<file path="config.mk">
export PLATFORM = sky130hd
export DESIGN_NAME = uart_tx
export DESIGN_NICKNAME = d
export VERILOG_FILES = /design/src/rtl/uart_pkg.sv /design/src/rtl/uart_baud_gen.sv /design/src/rtl/uart_tx.sv
export SDC_FILE = /design/constraint.sdc
export NUM_CORES = 1
export LEC_CHECK = 0
export ABC_AREA = 1
export BUFFER_PORTS_ARGS = -buffer_cell sky130_fd_sc_hd__buf_2
export CAP_MARGIN = 0
export CORE_ASPECT_RATIO = 0.75
export CORE_MARGIN = 2
export CORE_UTILIZATION = 40
export CTS_CLUSTER_DIAMETER = 120
export DETAILED_ROUTE_END_ITERATION = 10
export GPL_TIMING_DRIVEN = 0
export SYNTH_ARGS = -nofsm -noshare
export SYNTH_HDL_FRONTEND = slang
export SYNTH_HIERARCHICAL = 1
export SYNTH_SLANG_ARGS = --single-unit
</file>
<file path="constraint.sdc">
create_clock -name clk -period 3.4 [get_ports clk]
set_input_delay 0.17 -clock clk [delete_from_list [all_inputs] [get_ports clk]]
set_output_delay 0.17 -clock clk [all_outputs]
set_load 0.01 [all_outputs]
</file>
<file path="src/rtl/uart_pkg.sv">
// Shared UART definitions: FSM states, parity encodings and the data width.
// The parity helper is shared so a future RX can compute the same bit.
package uart_pkg;

    localparam int DATA_W   = 8;
    localparam int PAR_NONE = 0;
    localparam int PAR_EVEN = 1;
    localparam int PAR_ODD  = 2;

    typedef enum logic [2:0] {
        ST_IDLE,
        ST_START,
        ST_DATA,
        ST_PARITY,
        ST_STOP
    } uart_state_e;

    function automatic logic parity_bit(input logic [DATA_W-1:0] d, input int mode);
        return (mode == PAR_ODD) ? ~^d : ^d;
    endfunction

endpackage

</file>
<file path="src/rtl/uart_baud_gen.sv">
// Baud divider: counts 0..CLKS_PER_BIT-1 and pulses bit_tick for one cycle at terminal count.
// Held at zero while clr is high so each frame starts on a clean bit boundary.
module uart_baud_gen #(
    parameter int CLKS_PER_BIT = 16
) (
    input  logic clk,
    input  logic rst,
    input  logic clr,
    output logic bit_tick
);

    localparam int CNT_W = (CLKS_PER_BIT > 1) ? $clog2(CLKS_PER_BIT) : 1;
    localparam logic [CNT_W-1:0] TERM = CNT_W'(CLKS_PER_BIT - 1);

    logic [CNT_W-1:0] cnt;

    assign bit_tick = !clr && (cnt == TERM);

    always_ff @(posedge clk or negedge rst) begin
        if (!rst)
            cnt <= '0;
        else if (clr || bit_tick)
            cnt <= '0;
        else
            cnt <= cnt + 1'b1;
    end

endmodule

</file>
<file path="src/rtl/uart_tx.sv">
// UART transmitter: start bit, 8 data bits LSB first, optional parity, 1 or 2 stop bits.
// Level-sensitive trans_en; inputs are sampled only at the launch edge in IDLE.
module uart_tx
    import uart_pkg::*;
#(
    parameter int CLKS_PER_BIT = 16,
    parameter int PARITY       = 0,
    parameter int STOP_BITS    = 1
) (
    input  logic              clk,
    input  logic              rst,
    input  logic [DATA_W-1:0] trans_data,
    input  logic              trans_en,
    output logic              trans_busy,
    output logic              txd
);

    generate
        if (CLKS_PER_BIT < 2 || PARITY < PAR_NONE || PARITY > PAR_ODD ||
            STOP_BITS < 1 || STOP_BITS > 2) begin : g_param_err
            $error("uart_tx: illegal parameter value");
        end
    endgenerate

    uart_state_e       state;
    logic [DATA_W-1:0] shift_reg;
    logic [2:0]        bit_cnt;
    logic              stop_cnt;
    logic              par_bit;
    logic              bit_tick;

    uart_baud_gen #(.CLKS_PER_BIT(CLKS_PER_BIT)) u_baud (
        .clk      (clk),
        .rst      (rst),
        .clr      (state == ST_IDLE),
        .bit_tick (bit_tick)
    );

    assign trans_busy = (state != ST_IDLE);

    // txd is loaded with the next bit on the same edge that changes state,
    // so the line never lags the FSM by a cycle.
    always_ff @(posedge clk or negedge rst) begin
        if (!rst) begin
            state     <= ST_IDLE;
            shift_reg <= '0;
            bit_cnt   <= '0;
            stop_cnt  <= 1'b0;
            par_bit   <= 1'b0;
            txd       <= 1'b1;
        end else begin
            case (state)
                ST_IDLE: begin
                    txd      <= 1'b1;
                    bit_cnt  <= '0;
                    stop_cnt <= 1'b0;
                    if (trans_en) begin
                        shift_reg <= trans_data;
                        par_bit   <= parity_bit(trans_data, PARITY);
                        txd       <= 1'b0;
                        state     <= ST_START;
                    end
                end
                ST_START: if (bit_tick) begin
                    txd   <= shift_reg[0];
                    state <= ST_DATA;
                end
                ST_DATA: if (bit_tick) begin
                    if (bit_cnt == 3'd7) begin
                        if (PARITY != PAR_NONE) begin
                            txd   <= par_bit;
                            state <= ST_PARITY;
                        end else begin
                            txd   <= 1'b1;
                            state <= ST_STOP;
                        end
                    end else begin
                        bit_cnt   <= bit_cnt + 3'd1;
                        shift_reg <= {1'b0, shift_reg[DATA_W-1:1]};
                        txd       <= shift_reg[1];
                    end
                end
                ST_PARITY: if (bit_tick) begin
                    txd   <= 1'b1;
                    state <= ST_STOP;
                end
                ST_STOP: if (bit_tick) begin
                    txd <= 1'b1;
                    if (stop_cnt == 1'(STOP_BITS - 1))
                        state <= ST_IDLE;
                    else
                        stop_cnt <= 1'b1;
                end
                default: begin
                    state <= ST_IDLE;
                    txd   <= 1'b1;
                end
            endcase
        end
    end

endmodule

</file>
==> impl_metrics.json <==
{
  "overflow": 0,
  "final_common_cell": "nand2_1",
  "cts_buffers": 3,
  "die_w_um": 65.1,
  "ys_seq_area_share_pct": 44.8,
  "p_leak_nw": 0.673,
  "ys_ff_latch": 20,
  "grt_max_degree": 21,
  "ys_warn_count": 6,
  "crit_type": "reg2reg",
  "critPathCaptureType": "register",
  "num_antenna_cells": 0,
  "cp-start-kind": "register",
  "drt_wl_total_um": 2220,
  "cts_setup_buffers": 0,
  "finalPower_mw": 1.15,
  "synth-edff-count": 0,
  "slew_viol_final": 0,
  "power.share.combinational_pct": 50.4,
  "worstMarginPinSlew_ns": 0.552,
  "max_cap_viol_count": 0,
  "post_dp_cell_area_um2": 1230,
  "fin_crit_ns": 2.20,
  "timing.final.hold_violations": 0,
  "dr.first_iter.drc_count": 88,
  "skew_ns": 0.0113,
  "area_delta_synth_final_pct": 14.3,
  "start_util_pct": 42.4,
  "core-area_um2": 2640,
  "clkSlewWorstSetupHoldPaths_ns": 0.08,
  "r2r_start": "state[2]",
  "power_switching_mw": 0.520,
  "clkPwrFrac_pct": 14.1,
  "die_h_um": 49.9,
  "slew_headroom_pct": 62.9,
  "setup_viol": 0,
  "synthArstFlopShare_pct": 100,
  "finalInstanceArea_um2": 1280,
  "hold_slack_ns": 0.174,
  "via_per_inst": 4.90,
  "io_pins": 13,
  "htreeDepth": 1,
  "crit_path_max_fanout": 9,
  "nets": 173,
  "place.gp.congestion": 0.885,
  "rows": 16,
  "drt_first_pass_iters": 4,
  "status": "finished clean",
  "largest_register_ffs": 8,
  "worstSetupStartpoint": "state[2]",
  "io_buffers": 12,
  "drc_errors": 0,
  "postRouteAntennaNets": 0,
  "min_period_over_period_pct": 64.6,
  "power_frac_seq_pct": 35.5,
  "setup_slack_ns": 1.20,
  "dp_hpwl_um": 1650,
  "final_cell_mix": "nand2_1, dfrtp_1, nand3_1, buf_2, inv_1",
  "grt_pass1_wl_um": 3860,
  "grt_setup_unrepaired": "no",
  "crit_arrival_ns": 2.34,
  "place_ws_ns": 1.22,
  "synthesis.area_um2": 1120,
  "clk_latency_ns": 0.26,
  "min_from": "trans_en",
  "synth_ff_type": "dfrtp_1",
  "syn_avg_cell_area_um2": 7.95,
  "antenna_found_initial": 0,
  "fin_setup_tns_ns": 0,
  "required_ns": 3.55,
  "syn_inst": 141,
  "routedWlPerCell_um": 11.5,
  "cts_tree": "done",
  "die_area_um2": 3250,
  "hold_class": "in2reg",
  "swShare_pct": 45.2,
  "fmax_mhz": 456,
  "ys_types": 26,
  "grt_pass1_vias": 869,
  "synth.net_count": 155,
  "drive_gt1_share_pct": 20.3,
  "p_int_mw": 0.629,
  "cts_sinks": 20,
  "cts_root_buf": "clkbuf_8",
  "clk_path_buf_depth": 2,
  "powerDensity_nw_per_um2": 897,
  "vdd_drop_max_mv": 0.334,
  "via_count": 951,
  "grt.total_usage_pct": 15.7
}
-- critical path: stages (launching register included) --
cell and delay (ns):
dfrtp_1 0.52, inv_2 0.09, nand2_2 0.12, inv_1 0.11, nor3_1 0.50, inv_1 0.17, nand2_1 0.12, nand2_1 0.06
inv_2 0.15, nand2_4 0.11, nand2_1 0.07, nand2_1 0.05
-- power by group through the flow --
stage / Clock (mW) / Combinational (mW) / Sequential (mW)
after global routing: 0.183 / 0.653 / 0.419
after global placement: 0 / 0.574 / 0.407
after detailed placement: 0 / 0.583 / 0.412
after CTS: 0.168 / 0.586 / 0.407
after floorplan: 0 / 0.459 / 0.398
final: 0.162 / 0.579 / 0.408
-- per-layer routing --
metal  vias up  routed length (µm)  track usage, %  share of wire, %
met5         -                   0               0                 0
li1        491                   -               -                 -
met2        26                 980            24.4                44
met1       429                1090            20.8                49
met3         5                 120            4.79               5.4
met4         0                  27            5.21               1.2
-- final timing paths --
path                                end  slack (ns)  cells after the start
setup / recovery           shift_reg[6]        1.20                     11
hold / removal                 state[0]        0.17                      3
min in group asynchronous      state[0]        0.38                      2
hold reg to reg            shift_reg[7]        0.47                      2
max in group asynchronous           txd        2.66                      2
setup reg to reg           shift_reg[6]        1.20                     11
-- Yosys cell counts, types with 2 or more instances --
library cell | number | area share (%)
ha_1 | 3 | 3.3
nand3_1 | 12 | 5.4
o21ai_0 | 3 | 1.3
inv_2 | 4 | 1.3
nand3b_1 | 2 | 1.3
inv_1 | 11 | 3.7
nand2_2 | 3 | 1.7
nor2_1 | 6 | 2.0
o21ai_1 | 3 | 1.3
nand2_1 | 51 | 17
nand4_1 | 8 | 4.5
nor3_1 | 2 | 0.89
nor2_2 | 2 | 1.1
dfrtp_1 | 19 | 42
-- kinds of logic after synthesis --
logic type,Yosys count,share of synthesized area (%)
and+or+nand+nor,93,40.2
DFF,20,44.8
buffers and inverters,17,6.70
AOI/OAI and AO/OA,8,5.02
adders and majority gates,3,3.35
-- final cells by class --
cell class / instances / area, µm²
plain buffers: 2 / 18.8
repair buffers: 13 / 70.1
clock buffers: 4 / 45.0
fillers: 273 / 1360
well taps: 36 / 45.0
multi-input cells: 104 / 544
flip-flops and latches: 20 / 502
inverters: 15 / 56.3
-- through the flow --
step	cells	utilization, %
2_1_floorplan	141	-
3_3_place_gp	189	46.4
3_5_place_dp	189	46.4
4_1_cts	194	48.5
5_1_grt	194	48.5
6_report	194	48.5
-- what timing repair did --
| action | in CTS | in global routing |
|---|---|---|
| hold buffers | 1 | 0 |
| hold endpoints to repair | 19 | 0 |
| gates resized for setup | 0 | 0 |
No activity file was read; power rests on OpenSTA's default activity.
